[src/rtl/input_shift_register_pkg.sv]
// Shared definitions for the PIO input shift register: word width,
// shift-direction encoding and the "count field of zero means 32" helper.
package input_shift_register_pkg;

    localparam int ISR_WIDTH = 32;

    typedef enum logic {
        SHIFT_LEFT  = 1'b0,
        SHIFT_RIGHT = 1'b1
    } shift_dir_e;

    // 5-bit count/threshold fields encode 32 as zero; widen to the real value.
    function automatic logic [5:0] count_eff(input logic [4:0] i_field);
        return (i_field == 5'd0) ? 6'd32 : {1'b0, i_field};
    endfunction

endpackage

[src/rtl/input_shift_register_shift_unit.sv]
// Combinational merge of new IN bits into the ISR: masks the incoming data
// to n bits and shifts it in from the MSB (right) or LSB (left) side.
module input_shift_register_shift_unit
    import input_shift_register_pkg::*;
(
    input  logic [ISR_WIDTH-1:0] i_isr,
    input  logic [ISR_WIDTH-1:0] i_data,
    input  logic [5:0]           i_n,
    input  shift_dir_e           i_dir,
    output logic [ISR_WIDTH-1:0] o_shifted
);

    logic [ISR_WIDTH-1:0] w_mask;
    logic [ISR_WIDTH-1:0] w_masked;

    // n is always 1..32 here; a full-width IN simply replaces the ISR.
    always_comb begin
        w_mask    = '1;
        w_masked  = i_data;
        o_shifted = i_data;
        if (i_n != 6'd32) begin
            w_mask   = (32'h1 << i_n) - 32'd1;
            w_masked = i_data & w_mask;
            if (i_dir == SHIFT_RIGHT) begin
                o_shifted = (i_isr >> i_n) | (w_masked << (6'd32 - i_n));
            end else begin
                o_shifted = (i_isr << i_n) | w_masked;
            end
        end
    end

endmodule

[src/rtl/input_shift_register.sv]
// PIO input shift register: accumulates IN bits, tracks the shift count and
// pushes completed words to the RX FIFO (autopush or explicit PUSH), stalling
// the state machine when the FIFO cannot take the word.
module input_shift_register
    import input_shift_register_pkg::*;
#(
    parameter int WIDTH = ISR_WIDTH
) (
    input  logic             clk,
    input  logic             reset,
    input  logic             cfg_shiftRight,
    input  logic             cfg_autopush,
    input  logic [4:0]       cfg_pushThresh,
    input  logic             in_valid,
    input  logic [WIDTH-1:0] in_data,
    input  logic [4:0]       in_count,
    input  logic             push_req,
    input  logic             push_block,
    input  logic             push_iffull,
    input  logic             clear,
    input  logic             fifo_full,
    output logic             fifo_push,
    output logic [WIDTH-1:0] fifo_data,
    output logic             stall,
    output logic [WIDTH-1:0] isr_value,
    output logic [5:0]       shift_count
);

    logic [WIDTH-1:0] r_isr;
    logic [5:0]       r_cnt;

    logic [WIDTH-1:0] w_nxt_isr;
    logic [5:0]       w_nxt_cnt;
    logic [WIDTH-1:0] w_shifted;
    logic [5:0]       w_n;
    logic [5:0]       w_thresh;
    logic [6:0]       w_sum;
    logic [5:0]       w_new_cnt;

    assign w_n       = count_eff(in_count);
    assign w_thresh  = count_eff(cfg_pushThresh);
    assign w_sum     = {1'b0, r_cnt} + {1'b0, w_n};
    assign w_new_cnt = (w_sum > 7'd32) ? 6'd32 : w_sum[5:0];

    input_shift_register_shift_unit u_shift (
        .i_isr     (r_isr),
        .i_data    (in_data),
        .i_n       (w_n),
        .i_dir     (shift_dir_e'(cfg_shiftRight)),
        .o_shifted (w_shifted)
    );

    // Request arbitration (clear > push > in) and push/stall decision.
    always_comb begin
        fifo_push = 1'b0;
        fifo_data = '0;
        stall     = 1'b0;
        w_nxt_isr = r_isr;
        w_nxt_cnt = r_cnt;
        if (!reset) begin
            if (clear) begin
                w_nxt_isr = '0;
                w_nxt_cnt = '0;
            end else if (push_req) begin
                if (push_iffull && (r_cnt < w_thresh)) begin
                    // Threshold not reached: PUSH IFFULL is a no-op.
                end else if (!fifo_full) begin
                    fifo_push = 1'b1;
                    fifo_data = r_isr;
                    w_nxt_isr = '0;
                    w_nxt_cnt = '0;
                end else if (push_block) begin
                    stall = 1'b1;
                end else begin
                    // Nonblocking push to a full FIFO drops the word.
                    w_nxt_isr = '0;
                    w_nxt_cnt = '0;
                end
            end else if (in_valid) begin
                if (cfg_autopush && (w_new_cnt >= w_thresh)) begin
                    if (fifo_full) begin
                        stall = 1'b1;
                    end else begin
                        fifo_push = 1'b1;
                        fifo_data = w_shifted;
                        w_nxt_isr = '0;
                        w_nxt_cnt = '0;
                    end
                end else begin
                    w_nxt_isr = w_shifted;
                    w_nxt_cnt = w_new_cnt;
                end
            end
        end
    end

    // ISR and shift counter registers.
    always_ff @(posedge clk or posedge reset) begin
        if (reset) begin
            r_isr <= '0;
            r_cnt <= '0;
        end else begin
            r_isr <= w_nxt_isr;
            r_cnt <= w_nxt_cnt;
        end
    end

    assign isr_value   = r_isr;
    assign shift_count = r_cnt;

endmodule

[config.mk]
export PLATFORM = sky130hd
export DESIGN_NAME = input_shift_register
export DESIGN_NICKNAME = d
export VERILOG_FILES = /design/src/rtl/input_shift_register_pkg.sv /design/src/rtl/input_shift_register_shift_unit.sv /design/src/rtl/input_shift_register.sv
export SDC_FILE = /design/constraint.sdc
export NUM_CORES = 1
export LEC_CHECK = 0
export ABC_AREA = 1
export BUFFER_PORTS_ARGS = -buffer_cell sky130_fd_sc_hd__clkbuf_2
export CAP_MARGIN = 30
export CELL_PAD_IN_SITES_DETAIL_PLACEMENT = 2
export CELL_PAD_IN_SITES_GLOBAL_PLACEMENT = 2
export CORE_ASPECT_RATIO = 1.4
export CORE_MARGIN = 3
export CORE_UTILIZATION = 29
export CTS_CLUSTER_SIZE = 40
export DETAILED_ROUTE_END_ITERATION = 6
export MAX_ROUTING_LAYER = met4
export PLACE_DENSITY = 0.82
export SLEW_MARGIN = 5
export SYNTH_ARGS = -nofsm -noshare
export SYNTH_HDL_FRONTEND = slang
export SYNTH_SLANG_ARGS = --single-unit
[constraint.sdc]
create_clock -name clk -period 6 [get_ports clk]
set_clock_uncertainty 0.15 [all_clocks]
set_input_delay 0.3 -clock clk [delete_from_list [all_inputs] [get_ports clk]]
set_output_delay 0.3 -clock clk [all_outputs]
set_load 0.1 [all_outputs]
After elaboration in Yosys (flattened, before gate mapping) --
Index checks and enable logic that the tools add are counted.
Operators by class: $add $sub $neg 3, $mul 0, div/mod/pow operators 0, order comparisons 3, equality and inequality tests 4, shifts and indexed selects 4, mux-type cells 45, bitwise logic cells 4, reduce and logical (&&, ||, !) cells 6
Operators with widths (count):
- two-way mux 32 bit | 18
- two-way mux 6 bit | 11
- bitwise OR 32 bit | 2
- << shifter 32 x 6 -> 32 bit | 2
- bitwise AND 32 bit | 1
- << shifter 1 x 6 -> 32 bit (first input constant) | 1
- right shift 32 x 6 -> 32 bit | 1
- subtractor 32 x 1 -> 32 bit (second input constant) | 1
- two-way mux 1 bit | 16
- zero test 5 bit | 2
- != test 4 bit (second input constant) | 2
- adder 6 x 6 -> 7 bit | 1
- > comparator 7 x 6 -> 1 bit (second input constant) | 1
- >= comparator 6 bit | 1
- < comparator 6 bit | 1
- != test 6 bit (second input constant) | 1
- subtractor 6 bit (first input constant) | 1
- AND reduction 5 bit | 1
- != test 3 bit (second input constant) | 1
- nonzero test 3 bit | 1
- logical AND 1 bit | 2
- NOT 1 bit | 1
Word-level totals: register bits 38, bits in latches 0, bits in writable memories 0, ROM bits 0, input bits 52, output and inout bits 72, word-level logic and storage cells 71, memories kept 0

Longest topological paths before layout --
depth in word-level cells 15, depth in mapped cells 30

Cells and area by module --
From an unflattened synthesis, not the netlist that was laid out.
Unflattened totals: cells, all modules 2046, area total of the unflattened synthesis 10262.3 um^2
By module, submodules not included:
- input_shift_register_shift_unit | instances 1, cells an instance 1566, area each 7188.1 um^2
- input_shift_register | instances 1, cells an instance 480, area each 3074.2 um^2

Worst setup path before layout --
OpenSTA, ideal clock, no wires.
kind input to output, start point input in_count[3], end point output fifo_data[31], arrival time 5.511 ns, data required time 5.550 ns, setup slack 0.039 ns, cell stages on the path 27, buffers on the path 7, path through buf_4 > buf_2 > clkbuf_1 > clkbuf_1 > clkbuf_1 > clkbuf_1 > ha_1 > a21o_1 > nand2_1 > nand2_1 > a21oi_1 > nand2_1 > inv_1 > nand2_1 > ha_1 > inv_1 > a21boi_0 > o21a_1 > o21a_1 > o21a_1 > o21ai_0 > nand2_1 > nand2_1 > nor3_1 > clkbuf_1 > nand3_1 > a21oi_1
Between the ends: word-level cells in the longest chain between the ends 15, elaborated cells between the ends (all ways) 25
RTL lines:
- start, declared | RTL line input_shift_register.sv:16 | input logic [4:0] in_count,
- zero test 5 bit | RTL line input_shift_register_pkg.sv:14 | return (i_field == 5'd0) ? 6'd32 : {1'b0, i_field};
- two-way mux 6 bit * | RTL line input_shift_register_pkg.sv:14
- << shifter 1 x 6 -> 32 bit | RTL line input_shift_register_shift_unit.sv:22 | w_mask = (32'h1 << i_n) - 32'd1;
- subtractor 32 x 1 -> 32 bit | RTL line input_shift_register_shift_unit.sv:22
- bitwise AND 32 bit | RTL line input_shift_register_shift_unit.sv:23 | w_masked = i_data & w_mask;
- << shifter 32 x 6 -> 32 bit | RTL line input_shift_register_shift_unit.sv:25 | o_shifted = (i_isr >> i_n) | (w_masked << (6'd32 - i_n));
- bitwise OR 32 bit | RTL line input_shift_register_shift_unit.sv:25
- two-way mux 32 bit | RTL line input_shift_register_shift_unit.sv:24 | if (i_dir == SHIFT_RIGHT) begin
- two-way mux 32 bit | RTL line input_shift_register_shift_unit.sv:21 | if (i_n != 6'd32) begin
- two-way mux 32 bit | RTL line input_shift_register.sv:81 | if (fifo_full) begin
- two-way mux 32 bit * | RTL line input_shift_register.sv:80 | if (cfg_autopush && (w_new_cnt >= w_thresh)) begin
- two-way mux 32 bit * | RTL line input_shift_register.sv:79 | end else if (in_valid) begin
- two-way mux 32 bit * | RTL line input_shift_register.sv:64 | end else if (push_req) begin
- two-way mux 32 bit * | RTL line input_shift_register.sv:61 | if (clear) begin
- two-way mux 32 bit * | RTL line input_shift_register.sv:60 | if (!reset) begin
- end, declared | RTL line input_shift_register.sv:23 | output logic [WIDTH-1:0] fifo_data,
Every way passes the cells marked *; elsewhere a longest branch is shown, timed or not.

Worst setup path in the final report --
start point input in_count[2], end point output fifo_data[0]
The elaborated chain is that of the path after synthesis.

==> metrics.txt <==
outcome completed; Clock Sinks 38; sequential share of the synthesized area a little over 10%; Die Footprint 34100 um2; Post-DRT Antenna Nets 0; post-cts resize count 0; endpoints failing hold 0; clock root buffer clkbuf_16; P_int a little over 0.8 mW; Worst Setup Start Kind primary input; Ports 124; CP endpoint kind output port; fraction of layout instances using a drive strength above 1 between 10% and 20%; GP Congestion around 1.0; Fmax approximately 190 MHz; max-cap viol count 0; clock network fraction of total power between 10% and 20%; Antenna diodes 0; Fin Setup TNS 0 ps; crit path max fanout 53; Syn Inst Count ~1800; Synth Flop Type dfrtp_1; switching power 1.13 mW; Synthesis Warnings 0; setup bufs post-CTS 0; CP endpoint fifo_data[0]; Critical R2R Capture isr_value[27]; initial DRC count 960; clock buffer depth 2; Pwr per Cell Area ~180 nW/um2; first-pass GRT wire length 90300 um; Synth area leader nand2_1; DR vias 13600; die height about 220 um; # nets final 1930; Worst setup startpoint in_count[2]; Total Wirelength roughly 60000 um; Data arrival, critical path just under 5000 ps; R2R Setup Slk roughly 1200 ps; WL per Instance about 27 um; ys async rst share 100%; Seq cells post-synth 38; worst r2r src shift_count[1]; CP Data Required Time 5550 ps; EDFF count, synth 0; min cycle time layout roughly 5400 ps; DR pass1 iterations 5; Logic pwr share 63.9%; Clk pin slew, worst setup/hold paths around 80 ps; RSZ-0062 raised after global routing no; post-synthesis cell area between 9000 and 10000 um2; Post-synth top cells 601 x nand2_1, 223 x nand3_1, 201 x o21ai_0; switch share a little under 60%; worst slew pin tran about 1000 ps; TritonCTS clock tree yes; GRT Overall Usage a little over a third; drt drc 0; Post-Syn Area per Cell 5.09 um2; largest net degree at the start of global routing slightly below 70; sequential fraction of design power approximately 17%; CTS buffer count 5; DR vias/cell 6.02; P&R area growth vs syn 17.0%; clk_lat worst skew between 300 and 400 ps; Initial Utilization 29.8%; Max rail drop VDD between 0.15 and 0.2 mV; H-tree Lvls 2; initial antenna violation count 0; final max-slew violation count 0; Hold WC Path Type primary input to flip-flop; most frequent cell after synthesis nand2_1; core area about 31000 um2; die width 157 um; vias in the first global route approximately 14000; row count 76; fill count roughly 4000; endpoints failing setup 0; Area contributors post-synth nand2_1 24%, nand3_1 12%, o21ai_0 11%; port bufs between 100 and 150; global route total overflow 0; Static Leakage between 5 and 6 nW; number of cells on the worst reg-to-reg path 29; max_slew headroom 30.0%; Netlist cell types 52; total power between 1.5 and 2 mW; top-area cell type share of the netlist area between 20% and 30%; cts hold-fix bufs 0; period utilisation layout about nine tenths; WS Path Type primary input to output port; DPL Wire Length approximately 49000 um
cells by family after synthesis:
group	count (synthesis)	share of synthesized area [%]
xor gates and xnor gates	4	0.378
muxes	5	0.540
AOI/OAI and AO/OA	401	23.7
buffers and inverters	266	11.5
and+or+nand+nor	1086	50.9
other	1	0.0405
DFF	38	10.3
adders and majority gates	20	2.70
sequential cells by signal, summed over array words and instances (netlist names):
register,cells
shift_count,6
isr_value,32
power groups by stage:
stage                     sequential (mW)  clock [mW]  combinational, mW
after floorplan                     0.449           0              0.638
after global placement              0.319           0               1.15
after detailed placement            0.322           0               1.20
after CTS                           0.318       0.383               1.21
after global routing                0.322       0.386               1.32
final                               0.320       0.377               1.24
worst min path at each step:
| stage | startpoint | end | slack [ps] | depth (start not counted) |
|---|---|---|---|---|
| finish | in_valid | shift_count[2] | 240 | 4 |
| global route | in_valid | shift_count[2] | 310 | 4 |
| CTS | in_data[31] | isr_value[31] | 280 | 4 |
| detailed placement | isr_value[25] | isr_value[25] | 470 | 2 |
| global placement | shift_count[4] | shift_count[4] | 440 | 2 |
| floorplan | in_data[16] | isr_value[16] | 370 | 4 |
metrics by stage:
| step | instance area (um2) | cells | util (%) | hold slack, ps | setup slack (ps) |
|---|---|---|---|---|---|
| 3_5_place_dp | 10600 | 2239 | 34.1 | 465 | 761 |
| 3_3_place_gp | 10600 | 2238 | 34.0 | 438 | 1240 |
| 4_1_cts | 10800 | 2247 | 34.7 | 284 | 747 |
| 2_1_floorplan | 9260 | 1822 | - | 370 | 39.3 |
| 6_report | 10800 | 2249 | 34.8 | 238 | 619 |
| 5_1_grt | 10800 | 2249 | 34.8 | 312 | 215 |
placed cells by master (no fill, tap or decap), types with 5 or more instances in the layout:
cell	n
mux2i_1	5
o22ai_1	12
nor2_2	8
nand2_2	12
nand4_1	39
nand2_1	601
o21ai_0	201
o211ai_1	19
o21a_1	9
inv_2	7
nor3_1	9
nor2_1	164
nor2_4	6
inv_1	130
clkbuf_2	89
a31oi_1	18
o21bai_1	5
nand3_1	223
ha_1	20
clkbuf_16	5
o21ai_1	13
dfrtp_1	38
a21oi_1	103
buf_12	33
buf_4	31
or2_2	7
per-layer routing:
layer / vias up / routed length (um) / global-route usage (%) / share of wire (%)
met1: 6693 / 23200 / 40.3 / 38
met2: 509 / 29300 / 59.0 / 48
met4: 0 / 5420 / 24.8 / 8.9
met3: 219 / 2720 / 3.49 / 4.5
met5: - / 0 / - / 0
li1: 6129 / - / - / -
worst max-delay path, stage by stage:
cell,delay (ps)
clkbuf_2,350
buf_4,520
nand2_1,200
nand2_1,170
a21oi_1,80
o21ai_0,220
xnor2_1,170
nand2_1,170
inv_1,120
nand2_1,90
ha_1,300
inv_1,50
a21boi_0,180
o21a_1,150
o21a_1,120
o21a_1,100
o21ai_0,70
nand2_1,60
nand2_1,80
nor3_2,120
buf_4,360
inv_1,150
o22ai_1,200
inv_1,100
nor2_1,260
buf_12,220
layout make-up:
type / count / area (um2) / share of cell area (%)
well taps: 390 / 488 / 4.50
inverters: 139 / 522 / 4.82
multi-input cells: 1518 / 7270 / 67.1
flip-flops and latches: 38 / 951 / 8.78
clock buffers: 5 / 125 / 1.15
repair buffers: 156 / 1410 / 13.0
clock inverters: 3 / 68.8 / 0.635
Power figures use the tool's default switching activity.
